[src/rtl/instr_encoder_if.sv]
// rtl/instr_encoder_if.sv - field-set input bus and instruction-memory write bus
//
// Purpose: bundles the instruction field-set handshake (producer -> encoder)
//          and the instruction-memory write port (encoder -> memory).
// Parameter: ADDR_W - instruction-memory address width.
// Signals:
//   in_valid / in_ready        field-set handshake
//   in_kind, in_vec, in_alu    instruction class, vector flag, ALU operation
//   in_rs, in_rt, in_rd        register specifiers
//   in_imm                     immediate or branch offset
//   mem_we, mem_addr,
//   mem_wdata                  one-cycle write strobe, address, encoded word
// Modports: slave (the encoder), master (the producer / memory side).

interface instr_encoder_if #(
  parameter int ADDR_W = 8
);
  logic              in_valid;
  logic              in_ready;
  logic [1:0]        in_kind;
  logic              in_vec;
  logic [2:0]        in_alu;
  logic [4:0]        in_rs;
  logic [4:0]        in_rt;
  logic [4:0]        in_rd;
  logic [15:0]       in_imm;
  logic              mem_we;
  logic [ADDR_W-1:0] mem_addr;
  logic [31:0]       mem_wdata;

  modport slave (
    input  in_valid, in_kind, in_vec, in_alu, in_rs, in_rt, in_rd, in_imm,
    output in_ready, mem_we, mem_addr, mem_wdata
  );

  modport master (
    output in_valid, in_kind, in_vec, in_alu, in_rs, in_rt, in_rd, in_imm,
    input  in_ready, mem_we, mem_addr, mem_wdata
  );
endinterface

[src/rtl/instr_encoder.sv]
// rtl/instr_encoder.sv - instruction field-set encoder and memory loader
//
// Purpose: after a start pulse, accepts instruction field sets, encodes each
//          into a 32-bit word and writes it to consecutive instruction-memory
//          addresses, one word per cycle, until the memory is full.
// Parameter: ADDR_W - address width; memory depth is 2^ADDR_W words.
// Ports:
//   clk        rising-edge clock
//   rst        synchronous active-high reset
//   start      one-cycle pulse starting a load session (IDLE/DONE -> LOAD)
//   bus        instr_encoder_if.slave: field-set handshake + memory write bus
//   busy       high while in LOAD
//   done       high while in DONE
//   err        sticky illegal-field-set flag
//   err_count  illegal field sets seen this session, saturating at 255
// Build option: INSTR_ENCODER_ILLEGAL_CHECK_EN - when defined, illegal field
//   sets are dropped and counted; when undefined they are written as an
//   all-zero word and err/err_count stay 0.

module instr_encoder #(
  parameter int ADDR_W = 8
) (
  input  logic              clk,
  input  logic              rst,
  input  logic              start,
  instr_encoder_if.slave    bus,
  output logic              busy,
  output logic              done,
  output logic              err,
  output logic [7:0]        err_count
);

  typedef enum logic [1:0] {
    IDLE = 2'd0,
    LOAD = 2'd1,
    DONE = 2'd2
  } state_t;

  // Counter is one bit wider than the address so "memory full" is its MSB.
  localparam logic [ADDR_W:0] FULL = {1'b1, {ADDR_W{1'b0}}};

  state_t            state;
  logic [ADDR_W:0]   count;
  logic              we_q;
  logic [ADDR_W-1:0] addr_q;
  logic [31:0]       wdata_q;

  logic              ready;
  logic              accept;
  logic              legal;
  logic [31:0]       enc;
  logic [31:0]       wdata_next;

  assign ready        = (state == LOAD) && !count[ADDR_W];
  assign accept       = bus.in_valid && ready;
  assign bus.in_ready = ready;

  // A write registered on the cycle before rst is raised is suppressed
  // during the reset cycle itself, so a reset right after an acceptance
  // never reaches the memory.
  assign bus.mem_we    = we_q && !rst;
  assign bus.mem_addr  = addr_q;
  assign bus.mem_wdata = wdata_q;

  // Field-set decode: legality and the encoded word.
  always_comb begin
    legal = 1'b0;
    enc   = 32'h0000_0000;
    unique case (bus.in_kind)
      2'b00: begin
        legal = (bus.in_alu == 3'b000) || (bus.in_alu == 3'b001) ||
                (bus.in_alu == 3'b010);
        enc   = {(bus.in_vec ? 6'b100000 : 6'b000000),
                 bus.in_rs, bus.in_rt, bus.in_rd, 8'h00, bus.in_alu};
      end
      2'b01: begin
        legal = !bus.in_vec &&
                ((bus.in_alu == 3'b000) || (bus.in_alu == 3'b010));
        enc   = {((bus.in_alu == 3'b010) ? 6'b001010 : 6'b001000),
                 bus.in_rs, bus.in_rt, bus.in_imm};
      end
      2'b10: begin
        legal = !bus.in_vec && (bus.in_alu == 3'b001);
        enc   = {6'b000100, bus.in_rs, bus.in_rt, bus.in_imm};
      end
      default: begin
        legal = 1'b0;
        enc   = 32'h0000_0000;
      end
    endcase
    wdata_next = legal ? enc : 32'h0000_0000;
  end

`ifdef INSTR_ENCODER_ILLEGAL_CHECK_EN
  logic       err_q;
  logic [7:0] err_count_q;

  assign err       = err_q;
  assign err_count = err_count_q;
`else
  assign err       = 1'b0;
  assign err_count = 8'd0;
`endif

  always_ff @(posedge clk) begin
    if (rst) begin
      state   <= IDLE;
      count   <= '0;
      we_q    <= 1'b0;
      addr_q  <= '0;
      wdata_q <= 32'h0000_0000;
      busy    <= 1'b0;
      done    <= 1'b0;
`ifdef INSTR_ENCODER_ILLEGAL_CHECK_EN
      err_q       <= 1'b0;
      err_count_q <= 8'd0;
`endif
    end else begin
      we_q <= 1'b0;
      unique case (state)
        IDLE, DONE: begin
          if (start) begin
            state <= LOAD;
            busy  <= 1'b1;
            done  <= 1'b0;
            count <= '0;
`ifdef INSTR_ENCODER_ILLEGAL_CHECK_EN
            err_q       <= 1'b0;
            err_count_q <= 8'd0;
`endif
          end
        end
        LOAD: begin
          // The last write is issued on the cycle count reaches FULL;
          // DONE follows on the next edge.
          if (count == FULL) begin
            state <= DONE;
            busy  <= 1'b0;
            done  <= 1'b1;
          end else if (accept) begin
`ifdef INSTR_ENCODER_ILLEGAL_CHECK_EN
            if (legal) begin
              we_q    <= 1'b1;
              addr_q  <= count[ADDR_W-1:0];
              wdata_q <= enc;
              count   <= count + 1'b1;
            end else begin
              err_q <= 1'b1;
              if (err_count_q != 8'hFF) begin
                err_count_q <= err_count_q + 8'd1;
              end
            end
`else
            we_q    <= 1'b1;
            addr_q  <= count[ADDR_W-1:0];
            wdata_q <= wdata_next;
            count   <= count + 1'b1;
`endif
          end
        end
        default: begin
          state <= IDLE;
          busy  <= 1'b0;
          done  <= 1'b0;
        end
      endcase
    end
  end

endmodule

[src/flat_wrapper.sv]
// flat-port wrapper written by rule: the top's interface ports become plain ports
module instr_encoder_flat 
#(
  parameter int ADDR_W = 8
)
  (clk, rst, start, busy, done, err, err_count, bus_in_valid, bus_in_kind, bus_in_vec, bus_in_alu, bus_in_rs, bus_in_rt, bus_in_rd, bus_in_imm, bus_in_ready, bus_mem_we, bus_mem_addr, bus_mem_wdata);
  instr_encoder_if #(.ADDR_W(ADDR_W)) bus_i ();
  input  logic clk;
  input  logic rst;
  input  logic start;
  output logic busy;
  output logic done;
  output logic err;
  output logic [7:0] err_count;
  input wire logic [$bits(bus_i.in_valid)-1:0] bus_in_valid;
  input wire logic [$bits(bus_i.in_kind)-1:0] bus_in_kind;
  input wire logic [$bits(bus_i.in_vec)-1:0] bus_in_vec;
  input wire logic [$bits(bus_i.in_alu)-1:0] bus_in_alu;
  input wire logic [$bits(bus_i.in_rs)-1:0] bus_in_rs;
  input wire logic [$bits(bus_i.in_rt)-1:0] bus_in_rt;
  input wire logic [$bits(bus_i.in_rd)-1:0] bus_in_rd;
  input wire logic [$bits(bus_i.in_imm)-1:0] bus_in_imm;
  output wire logic [$bits(bus_i.in_ready)-1:0] bus_in_ready;
  output wire logic [$bits(bus_i.mem_we)-1:0] bus_mem_we;
  output wire logic [$bits(bus_i.mem_addr)-1:0] bus_mem_addr;
  output wire logic [$bits(bus_i.mem_wdata)-1:0] bus_mem_wdata;
  assign bus_i.in_valid = bus_in_valid;
  assign bus_i.in_kind = bus_in_kind;
  assign bus_i.in_vec = bus_in_vec;
  assign bus_i.in_alu = bus_in_alu;
  assign bus_i.in_rs = bus_in_rs;
  assign bus_i.in_rt = bus_in_rt;
  assign bus_i.in_rd = bus_in_rd;
  assign bus_i.in_imm = bus_in_imm;
  assign bus_in_ready = bus_i.in_ready;
  assign bus_mem_we = bus_i.mem_we;
  assign bus_mem_addr = bus_i.mem_addr;
  assign bus_mem_wdata = bus_i.mem_wdata;
  instr_encoder #(.ADDR_W(ADDR_W)) u_core (.clk(clk), .rst(rst), .start(start), .bus(bus_i), .busy(busy), .done(done), .err(err), .err_count(err_count));
endmodule
[config.mk]
export PLATFORM = sky130hd
export DESIGN_NAME = instr_encoder_flat
export DESIGN_NICKNAME = d
export VERILOG_FILES = /design/src/rtl/instr_encoder_if.sv /design/src/rtl/instr_encoder.sv /design/src/flat_wrapper.sv
export SDC_FILE = /design/constraint.sdc
export NUM_CORES = 1
export LEC_CHECK = 0
export CAP_MARGIN = 10
export CELL_PAD_IN_SITES_DETAIL_PLACEMENT = 1
export CELL_PAD_IN_SITES_GLOBAL_PLACEMENT = 1
export CORE_ASPECT_RATIO = 0.75
export CORE_UTILIZATION = 45
export CTS_CLUSTER_SIZE = 16
export DETAILED_ROUTE_END_ITERATION = 10
export DONT_BUFFER_PORTS = 1
export PLACE_DENSITY = 0.79
export SYNTH_ARGS = -nofsm -noshare
export SYNTH_HDL_FRONTEND = slang
export SYNTH_SLANG_ARGS = --single-unit
[constraint.sdc]
create_clock -name clk -period 2.4 [get_ports clk]
set_input_delay 0.48 -clock clk [delete_from_list [all_inputs] [get_ports clk]]
set_output_delay 0.48 -clock clk [all_outputs]
set_load 0.005 [all_outputs]
# Word-level counts from Yosys, hierarchy flattened
# Cells that the tools add are included.
[op_classes]
add_sub_neg = 1
n_reduce_logical = 20
eq_ne = 11
n_bitwise = 2
n_mux = 19
[op_table]
columns = ["cell", "count"]
rows = [
  ["case mux 32 bit (3 select lines)", 1],
  ["2-to-1 mux 32 bit", 1],
  ["2-to-1 mux 9 bit", 3],
  ["case mux 9 bit (2 select lines)", 1],
  ["adder 9 x 1 -> 9 bit, second input constant", 1],
  ["equality test 9 bit, second input constant", 1],
  ["2-to-1 mux 2 bit", 3],
  ["2-to-1 mux 6 bit", 1],
  ["inequality test 2 bit, second input constant", 3],
  ["logical AND 1 bit", 5],
  ["2-to-1 mux 1 bit", 5],
  ["equality test 2 x 1 -> 1 bit, second input constant", 2],
  ["equality test 2 bit, second input constant", 2],
  ["logical NOT 2 bit", 2],
  ["case mux 1 bit (2 select lines)", 2],
  ["case mux 2 bit (2 select lines)", 1],
  ["AND reduction 4 bit", 1],
  ["equality test 3 x 1 -> 1 bit, second input constant", 1],
  ["equality test 3 x 2 -> 1 bit, second input constant", 1],
  ["logical NOT 1 bit", 3],
  ["logical NOT 3 bit", 1],
  ["logical OR 1 bit", 3],
  ["case mux 1 bit (3 select lines)", 1],
  ["AND reduction 3 bit", 1],
  ["other kinds (6)", 7],
]
[word_totals]
input_bits = 41
out_inout_bits = 53
wordCells = 60
ff_bits = 54

# Longest topological paths before layout
# Gate-level depths: netlist (run 1).
[logic_depth]
depth_word = 6
depth_mapped = 7
depth_no_buf = 6

# Worst setup path after synthesis (run 1)
# OpenSTA, ideal clock, no wires.
[synth_timing]
path_kind = "input to register"
from = "in bus_in_kind[0]"
to = "reg u_core.wdata_q[12], in the netlist u_core.bus.mem_wdata[12]"
setup_ns = 0.083
n_path_buf = 1
setup_slack_ns = 0.574
required_ns = 2.317
t_arrival_ns = 1.743
cell_stages = 7
cell_sequence = "inv_1 > ha_1 > xnor2_1 > a21oi_2 > or3b_1 > buf_6 > o31ai_4"
[synth_between]
elab_chain_cells = 3
elab_cells_between_ends = 6
classes_between = "eq/ne (2); mux (3); reduce/logical (1)"
[synth_lines]
columns = ["item", "line_no", "rtl"]
rows = [
  ["start: declaration", "flat_wrapper.sv:16", "input wire logic [$bits(bus_i.in_kind)-1:0] bus_in_kind;"],
  ["equality test 2 bit, or another cell as far along", "instr_encoder.sv:69", "unique case (bus.in_kind)"],
  ["case mux 32 bit (3 select lines) or case mux 1 bit (3 select lines) (tied branches)", "instr_encoder.sv:69", ""],
  ["2-to-1 mux 32 bit (*)", "instr_encoder.sv:91", "wdata_next = legal ? enc : 32'h0000_0000;"],
  ["end signal: assignment", "instr_encoder.sv:156", "wdata_q <= wdata_next;"],
  ["end: declaration", "instr_encoder.sv:46", "logic [31:0] wdata_q;"],
]
# Every way passes the cells marked *; elsewhere a longest branch is shown, timed or not.
# A chain may end at the register's enable or synchronous reset.

# Worst setup path after layout (run 1)
[layout_timing]
from = "in bus_in_kind[0]"
to = "reg u_core.wdata_q[0], in the netlist u_core.bus.mem_wdata[0]"
# Same word-level chain as after synthesis.

==> impl_metrics.csv, run 1 <==
group,metric,value,unit
setup_path,end_kind,"flip-flop",
detailed_routing,viasPerCell,5.45,
timing,setup_violations,0,
hold_path,hold_class,"in -> reg",
clock_tree,post_cts_buffers,0,
finish,drive_above_1_share,0.122,
grt,grt_start_max_net_pins,33,
floorplan,ios,94,
grt,grt_pass1_vias,1635,
finish,finalCoreUtilization,0.481,
clock_tree,path_clk_slew,100,ps
synth,synth_top_area_cell,"dfxtp_1",
timing,relSlewSlack,0.623,
clock_tree,numCtsBuffers,5,
synth,synth_xor_xnor_area_share,0.0260,
synth,synthFlopType,"dfxtp_1",
timing,tightest_slew,564,ps
floorplan,rows,22,
placement,dp_hpwl,3.69,mm
floorplan,die_y,64.7,µm
setup_path,slowest_delay,600,ps
power_and_ir_drop,peakVddDrop,0.273,mV
setup_path,cp.buffers_inverters,1,
synth,synth-seq-cells,52,
setup_path,worstPathMaxFanout,11,
clock_tree,clock_path_buffers,2,
synth,syn-cell-area,0.00236,mm²
synth,synthDistinctLibCells,46,
synth,synth_area_per_cell,10.2,µm²
setup_path,path_delay_family,"simple AND/OR/NAND/NOR gates",
finish,area_delta_synth_final,1.54,%
clock_tree,cts_tree,"built",
detailed_routing,drt-wirelength-per-cell,17.0,µm
setup_path,cp.required,2620,ps
floorplan,initial_core_util,0.474,
synth,synth-adder-area-share,0.0371,
synth,synth_top_family_by_area,"simple AND/OR/NAND/NOR gates",
power_and_ir_drop,pwr_density_cell,622,mW/mm²
grt,gr-total-overflow,0,
setup_path,path_class,"in -> reg",
synth,synth_common_cells,"dfxtp_1, nand2_1, a22o_1, a21oi_1",
power_and_ir_drop,p_leak,0.882,nW
detailed_routing,postRouteAntennaNets,0,
placement,gp_congestion,0.715,
timing,finClkSkew,9.79,ps
timing,max_freq,553,MHz
placement,port_buffers,0,
timing,finalWorstPathRequiredPeriod,1810,ps
synth,synth_compound_area_frac,0.193,
synth,synthArstFlopShare,0,
synth,yosysMostFrequentCell,"dfxtp_1",
detailed_routing,first_iter_violations,57,
floorplan,die-area,0.00554,mm²
synth,yosys.area.top_type_share,0.441,
timing,finalSetupTns,0,ps
floorplan,core,0.00498,mm²
synth,synth-edff-count,0,
setup_path,cp.arrival,2020,ps
clock_tree,ctsHoldBuffers,0,
timing,hold_viol,0,
synth,synthCells,231,
synth,synth-simple-area-share,0.203,
grt,antenna_found_initial,0,
setup_path,slowest_stage,"or3b_1",
finish,final_cells,302,
finish,num_antenna_cells,0,
clock_tree,clk-insertion-delay-late,310,ps
timing,timing.hold.ws,237,ps
detailed_routing,drc,0,
grt,grt_pass1_wl,8.19,mm
floorplan,die_w,85.6,µm
setup_path,cp-start-kind,"primary input",
clock_tree,clock-root-buffer,"clkbuf_8",
detailed_routing,routed_wirelength,5.13,mm
clock_tree,cts-resized-gates,0,
synth,netlist_top_cells_area,"dfxtp_1, a22o_1, nand2_1",
synth,synth_mux_area_frac,0,
run_status,outcome,"completed",
timing,rsz0062_at_grt,"no",
grt,track_usage,0.190,
detailed_routing,drt_pass1_iterations,4,
clock_tree,cts_sinks,52,
timing,fin_crit_sh,0.753,
run,cap_violations,0,
timing,slew_viol_final,0,
synth,ys_warn_count,0,
synth,synth-seq-area-share,0.441,
setup_path,path_cells,"inv_1 -> ha_1 -> xnor2_1 -> a21oi_2 -> or3b_1 -> o31ai_2",
detailed_routing,via_count,1646,
clock_tree,cts-htree-levels,2,
placement,dp_cells,293,
finish,num-nets-final,277,
-- final timing paths --
check / startpoint / slack (ps) / cells after the start / to
min: rst / 240 / 1 / u_core.bus.mem_wdata[31]$_SDFFE_PP0P_
max: bus_in_kind[0] / 590 / 6 / u_core.bus.mem_wdata[0]$_SDFFE_PP0P_
min reg2reg: u_core.bus.mem_addr[6]$_SDFFE_PP0P_ / 480 / 2 / u_core.bus.mem_addr[6]$_SDFFE_PP0P_
max reg2reg: u_core.state[0]$_SDFFE_PP0P_ / 670 / 4 / u_core.bus.mem_wdata[0]$_SDFFE_PP0P_
-- cells in the final DEF, fill, tap and decap left out, drive strengths merged, types with 7 or more instances in the layout --
cell type / synthesis / layout
a21oi: 14 / 14
a22o: 18 / 18
a22oi: 9 / 9
conb: 1 / 11
dfxtp: 52 / 52
ha: 7 / 7
nand2: 25 / 25
nand3b: 11 / 11
nor2: 12 / 12
o31ai: 8 / 8
-- kinds of logic (layout without fill, tap and decap cells) --
logic type	count (synthesis)	after routing
DFF	52	52
adders and majority gates	7	7
buffers and inverters	27	16
xor gates and xnor gates	7	7
and+or+nand+nor	80	80
AOI/OAI and AO/OA	57	57
other	1	11
-- flip-flops by register name (all words and copies together), names as in the netlist --
register / flops
u_core.state: 2
u_core.bus.mem_wdata: 30
u_core.we_q: 1
u_core.done: 1
u_core.count: 9
u_core.bus.mem_addr: 8
u_core.busy: 1
-- report_power, final --
| group | internal [mW] | switching (mW) | leakage, nW |
|---|---|---|---|
| registers | 0.869 | 0.00635 | 0.420 |
| logic | 0.0362 | 0.0679 | 0.414 |
| clock network | 0.213 | 0.300 | 0.0487 |
-- final cells by class --
class | count | area, µm²
multi-input combinational | 162 | 1130
timing repair buffer | 4 | 30.0
clock buffer | 5 | 68.8
fill | 543 | 2580
clock inverter | 3 | 26.3
inverter | 4 | 15.0
sequential | 52 | 1040
tap | 72 | 90.1
-- metal layers --
metal  track usage  vias to the layer above  share of wire
met2         0.330                       50           0.49
met1         0.232                      795           0.44
met4        0.0500                        0         0.0074
met5             0                        -              0
li1              -                      796              -
met3        0.0535                        5          0.056
-- worst register-to-register path: stages, from the launching register on --
cell	delay, ps
dfxtp_1	410
nor3b_2	300
nand2_1	330
buf_4	330
o31ai_2	290
-- per-stage QoR --
| step | worst slack, ps | total power, mW | instance area (µm²) |
|---|---|---|---|
| final | 593 | 1.49 | 2400 |
| after global routing | 494 | 1.57 | 2400 |
| after CTS | 395 | 1.52 | 2390 |
| after detailed placement | 287 | 0.998 | 2290 |
| after global placement | 377 | 0.994 | 2290 |
| after floorplan | 574 | 1.01 | 2400 |
Note: power is estimated with default switching activity, not from simulation.
==> inputs of run 2 (changes only) <==
--- a/config.mk
+++ b/config.mk
@@ -9,11 +9,11 @@
 export CELL_PAD_IN_SITES_DETAIL_PLACEMENT = 1
 export CELL_PAD_IN_SITES_GLOBAL_PLACEMENT = 1
 export CORE_ASPECT_RATIO = 0.75
-export CORE_UTILIZATION = 45
+export CORE_UTILIZATION = 42
 export CTS_CLUSTER_SIZE = 16
 export DETAILED_ROUTE_END_ITERATION = 10
 export DONT_BUFFER_PORTS = 1
-export PLACE_DENSITY = 0.79
+export PLACE_DENSITY = 0.78
 export SYNTH_ARGS = -nofsm -noshare
 export SYNTH_HDL_FRONTEND = slang
 export SYNTH_SLANG_ARGS = --single-unit
==> constraint.sdc (replaced) <==
create_clock -name clk -period 1.6 [get_ports clk]
set_input_delay 0.32 -clock clk [delete_from_list [all_inputs] [get_ports clk]]
set_output_delay 0.32 -clock clk [all_outputs]
set_load 0.005 [all_outputs]
==> run 2 against run 1 <==
Routed wire length is 4.7% higher. Sequential share of layout area is 2.6 points lower. Core utilization is 0.73 points lower. Clock power is 50% higher. Setup slack worse by 520 ps. Critical path depth stayed put. Critical path type is now reg -> reg. Critical endpoint is now u_core.count[8]$_SDFFE_PP0P_. Largest cell class unchanged. Largest power group unchanged.
==> impl_metrics.csv, run 2 (same netlist as run 1, synthesis figures left out) <==
group,metric,value,unit
run_status,outcome,"completed",
timing,setup_violations,0,
power_and_ir_drop,p_leak,0.958,nW
finish,final_cell_mix,"dfxtp_1, nand2_1, a22o_1",
setup_path,cp.required,1780,ps
timing,relSlewSlack,0.532,
finish,final_common_cell,"dfxtp_1",
finish,num-nets-final,292,
detailed_routing,routed_wirelength,5.37,mm
setup_path,startpoint,"u_core.state[1]$_SDFFE_PP0P_",
detailed_routing,top_layer,"met4",
finish,num_antenna_cells,0,
floorplan,ios,94,
grt,grt_start_max_net_pins,33,
run,cap_violations,0,
detailed_routing,met3_length,469,µm
timing,finalSetupTns,0,ps
grt,antenna_found_initial,0,
hold_path,hold_class,"in -> reg",
setup_path,cp.arrival,1710,ps
power_and_ir_drop,pwr_density_cell,890,mW/mm²
finish,largest_reg_flops,30,
timing,hold_viol,0,
placement,place_area,0.00242,mm²
clock_tree,cts-htree-levels,2,
finish,stdcell_area,0.00255,mm²
grt,track_usage,0.188,
detailed_routing,first_iter_violations,58,
placement,dp_hpwl,3.89,mm
timing,worst_slack,75.5,ps
timing,tightest_slew,701,ps
placement,dp_slack,-204,ps
detailed_routing,via_count,1688,
detailed_routing,drt_pass1_iterations,3,
grt,grt_pass1_wl,8.33,mm
timing,fin_crit_sh,0.953,
timing,rsz0062_at_grt,"no",
setup_path,end_kind,"flip-flop",
floorplan,core,0.00538,mm²
floorplan,rows,23,
floorplan,initial_core_util,0.439,
finish,drive_above_1_share,0.192,
detailed_routing,postRouteAntennaNets,0,
detailed_routing,drc,0,
clock_tree,numCtsBuffers,5,
detailed_routing,wl_met1,2.53,mm
timing,finClkSkew,5.24,ps
timing,max_freq,656,MHz
placement,port_buffers,0,
grt,grt_pass1_vias,1632,
floorplan,die-area,0.00593,mm²
power_and_ir_drop,peakVddDrop,0.456,mV
finish,area_delta_synth_final,8.00,%
floorplan,die_w,88.6,µm
timing,slew_viol_final,0,
clock_tree,cts_sinks,52,
setup_path,worstPathMaxFanout,21,
timing,finalWorstPathRequiredPeriod,1520,ps
setup_path,path_class,"reg -> reg",
clock_tree,clock_path_buffers,2,
clock_tree,ctsHoldBuffers,0,
timing,timing.hold.ws,94.1,ps
grt,gr-total-overflow,0,
clock_tree,clock-root-buffer,"clkbuf_8",
placement,gp_congestion,0.720,
detailed_routing,wl_met2,2.34,mm
setup_path,reg2reg_from,"u_core.state[1]$_SDFFE_PP0P_",
hold_path,hp-start,"rst",
floorplan,die_y,66.9,µm
detailed_routing,drt-wirelength-per-cell,16.8,µm
setup_path,cp-start-kind,"flip-flop",
detailed_routing,viasPerCell,5.28,
clock_tree,cts_tree,"built",
clock_tree,clk-insertion-delay-late,290,ps
clock_tree,path_clk_slew,90,ps
## run 2: cell count changes in the layout (fill, tap and decap cells not counted), sizes merged
cell,previous run,this run
buf,4,19
clkinvlp,0,1
clkbuf,5,7
clkinv,2,0
inv,5,4
## run 2: final timing paths
path	to	slack (ps)	depth (start not counted)
max	u_core.count[8]$_SDFFE_PP0P_	80	6
min	u_core.count[0]$_SDFFE_PP0P_	90	1
max reg2reg	u_core.count[8]$_SDFFE_PP0P_	80	6
min reg2reg	u_core.bus.mem_addr[1]$_SDFFE_PP0P_	470	2
## run 2: critical path, cell delays in order, from the launching register on
cell,delay [ps]
dfxtp_1,340
and4bb_2,260
buf_4,140
buf_4,200
and3_1,210
a31oi_1,200
nor2_1,70
## run 2: final cells by class
| cell class | instances | area, µm² |
|---|---|---|
| fill | 614 | 2830 |
| multi-input combinational | 162 | 1140 |
| sequential | 52 | 1040 |
| timing repair buffer | 19 | 159 |
| tap | 75 | 93.8 |
| clock buffer | 7 | 86.3 |
| inverter | 4 | 17.5 |
| clock inverter | 1 | 7.51 |
## run 2: metrics by stage
stage	std cells	utilization	power, mW
6_report	320	0.474	2.27
5_1_grt	320	0.474	2.39
4_1_cts	320	0.472	2.30
3_5_place_dp	310	0.449	1.53
3_3_place_gp	310	0.449	1.52
2_1_floorplan	241	-	1.52
## run 2: repair_timing
item                                    in CTS  in global routing
endpoints found under the setup margin      18                  3
gates resized for setup                      1                  2
pin swaps                                    1                  0
setup buffers                                2                  0
## run 2: report_power, final
part | switching (mW) | internal [mW]
clock network | 0.415 | 0.352
logic | 0.111 | 0.0798
registers | 0.00681 | 1.30
total | 0.533 | 1.74
## run 2: per-layer routing
layer	vias to the layer above	track usage
met3	4	0.0743
met1	797	0.231
met2	61	0.313
met5	-	0
li1	826	-
met4	0	0.0302
==> inputs of run 3 (changes only) <==
--- a/config.mk
+++ b/config.mk
@@ -13,7 +13,7 @@
 export CTS_CLUSTER_SIZE = 16
 export DETAILED_ROUTE_END_ITERATION = 10
 export DONT_BUFFER_PORTS = 1
-export PLACE_DENSITY = 0.78
+export PLACE_DENSITY_LB_ADDON = 0.1
 export SYNTH_ARGS = -nofsm -noshare
 export SYNTH_HDL_FRONTEND = slang
 export SYNTH_SLANG_ARGS = --single-unit
==> run 3 against run 2 <==
Final area is 0.83% higher. Critical endpoint is now u_core.bus.mem_wdata[19]$_SDFFE_PP0P_. Final cell count is 0.63% lower. First-iteration DRC count decreased by 17%. Largest power group unchanged. Sequential power is essentially flat. Core utilization is 0.40 points higher. Total power is 7.9% higher. Clock skew rose by 3.1 ps.
==> impl_metrics.csv, run 3 (same netlist as run 1, synthesis figures left out) <==
group,metric,value,unit
run_status,outcome,"completed",
detailed_routing,routed_wirelength,5.40,mm
clock_tree,clock-root-buffer,"clkbuf_8",
setup_path,slowest_delay,320,ps
finish,drive_above_1_share,0.189,
finish,num-nets-final,290,
detailed_routing,viasPerCell,5.37,
hold_path,hold_class,"in -> reg",
finish,n_fill_cell,633,
detailed_routing,drc,0,
floorplan,die-area,0.00593,mm²
setup_path,path_cells,"buf_4 -> nor3b_4 -> and3b_1 -> nor3b_4 -> buf_12 -> a22o_1",
setup_path,r2r_slack,80,ps
clock_tree,cts-htree-levels,2,
floorplan,initial_core_util,0.439,
clock_tree,cts_tree,"built",
clock_tree,ctsHoldBuffers,0,
floorplan,die_w,88.6,µm
setup_path,path_class,"reg -> reg",
setup_path,cpMostUsedCell,"nor3b_4",
clock_tree,clk-insertion-delay-late,310,ps
floorplan,core,0.00538,mm²
power_and_ir_drop,pwr_density_cell,952,mW/mm²
grt,grt_pass1_wl,8.37,mm
detailed_routing,first_iter_violations,48,
setup_path,cp.arrival,1770,ps
floorplan,ios,94,
finish,largest_reg_flops,30,
placement,dp_cells,308,
grt,grt_start_max_net_pins,33,
timing,setup_violations,0,
floorplan,rows,23,
timing,fin_crit_sh,0.949,
floorplan,die_y,66.9,µm
timing,relSlewSlack,0.531,
clock_tree,clock_path_buffers,2,
timing,max_freq,658,MHz
finish,final_cell_mix,"dfxtp_1, nand2_1, a22o_1",
grt,track_usage,0.186,
setup_path,end_kind,"flip-flop",
grt,gr-total-overflow,0,
finish,final_cells,318,
finish,finalCoreUtilization,0.478,
detailed_routing,drt_pass1_iterations,4,
clock_tree,cts_sinks,52,
finish,stdcell_area,0.00257,mm²
setup_path,cp.buffers_inverters,2,
setup_path,cp-start-kind,"flip-flop",
finish,final_common_cell,"dfxtp_1",
grt,grt_pass1_vias,1758,
timing,finClkSkew,8.38,ps
timing,tightest_slew,703,ps
timing,finalWorstPathRequiredPeriod,1520,ps
timing,slew_viol_final,0,
run,cap_violations,0,
detailed_routing,via_count,1709,
power_and_ir_drop,totalPowerFinal,2.45,mW
detailed_routing,postRouteAntennaNets,0,
clock_tree,numCtsBuffers,5,
timing,rsz0062_at_grt,"no",
placement,port_buffers,0,
placement,place_area,0.00241,mm²
setup_path,path_delay_family,"simple AND/OR/NAND/NOR gates",
clock_tree,path_clk_slew,100,ps
finish,num_antenna_cells,0,
setup_path,worstPathMaxFanout,10,
placement,dp_hpwl,3.85,mm
power_and_ir_drop,peakVddDrop,0.332,mV
setup_path,slowest_stage,"dfxtp_1",
grt,antenna_found_initial,0,
timing,hold_viol,0,
power_and_ir_drop,p_leak,0.971,nW
setup_path,cp.required,1850,ps
placement,gp_congestion,0.826,
detailed_routing,drt-wirelength-per-cell,17.0,µm
finish,area_delta_synth_final,8.90,%
-- run 3: cell types whose count changed in the layout (fill, tap and decap cells not counted), sizes merged --
cell      delta
clkbuf       -1
bufinv       +1
buf          -2
clkinv       +1
clkinvlp     -1
-- run 3: worst paths after layout --
path | cells past startpoint | startpoint | end
max reg2reg | 6 | u_core.count[8]$_SDFFE_PP0P_ | u_core.bus.mem_wdata[19]$_SDFFE_PP0P_
min | 1 | rst | u_core.state[0]$_SDFFE_PP0P_
min reg2reg | 2 | u_core.bus.mem_addr[0]$_SDFFE_PP0P_ | u_core.bus.mem_addr[0]$_SDFFE_PP0P_
max | 6 | u_core.count[8]$_SDFFE_PP0P_ | u_core.bus.mem_wdata[19]$_SDFFE_PP0P_
-- run 3: per-stage QoR --
step | hold slack, ps | setup slack (ps) | TNS [ps]
2_1_floorplan | 445 | 8.81 | 0
3_3_place_gp | 394 | -78.1 | -1590
3_5_place_dp | 395 | -205 | -4270
4_1_cts | 55.8 | 33.2 | 0
5_1_grt | 47.5 | 7.59 | 0
6_report | 72.7 | 81.1 | 0
-- run 3: metal layers --
metal | routed length [µm] | GRT usage
met5 | 0 | 0
met4 | 55 | 0.0685
met3 | 531 | 0.0595
met2 | 2430 | 0.313
met1 | 2390 | 0.220
-- run 3: report_power, final --
group	switching, mW	internal [mW]	total [mW]
registers	0.00789	1.30	1.31
clock network	0.436	0.512	0.948
logic	0.110	0.0792	0.189
total	0.554	1.89	2.45
-- run 3: final cells by class --
| type | instances | area [µm²] | area share |
|---|---|---|---|
| clock buffers | 6 | 82.6 | 0.0321 |
| clock inverters | 2 | 38.8 | 0.0151 |
| inverters | 4 | 17.5 | 0.00681 |
| multi-input cells | 162 | 1140 | 0.445 |
| flip-flops and latches | 52 | 1040 | 0.405 |
| well taps | 75 | 93.8 | 0.0365 |
| repair buffers | 17 | 153 | 0.0594 |
-- run 3: what timing repair did --
item                       CTS  global route
pin swaps                    1             0
buffers inserted             2             0
cloned                       0             0
resized for setup            1             1
setup endpoints to repair   18             6
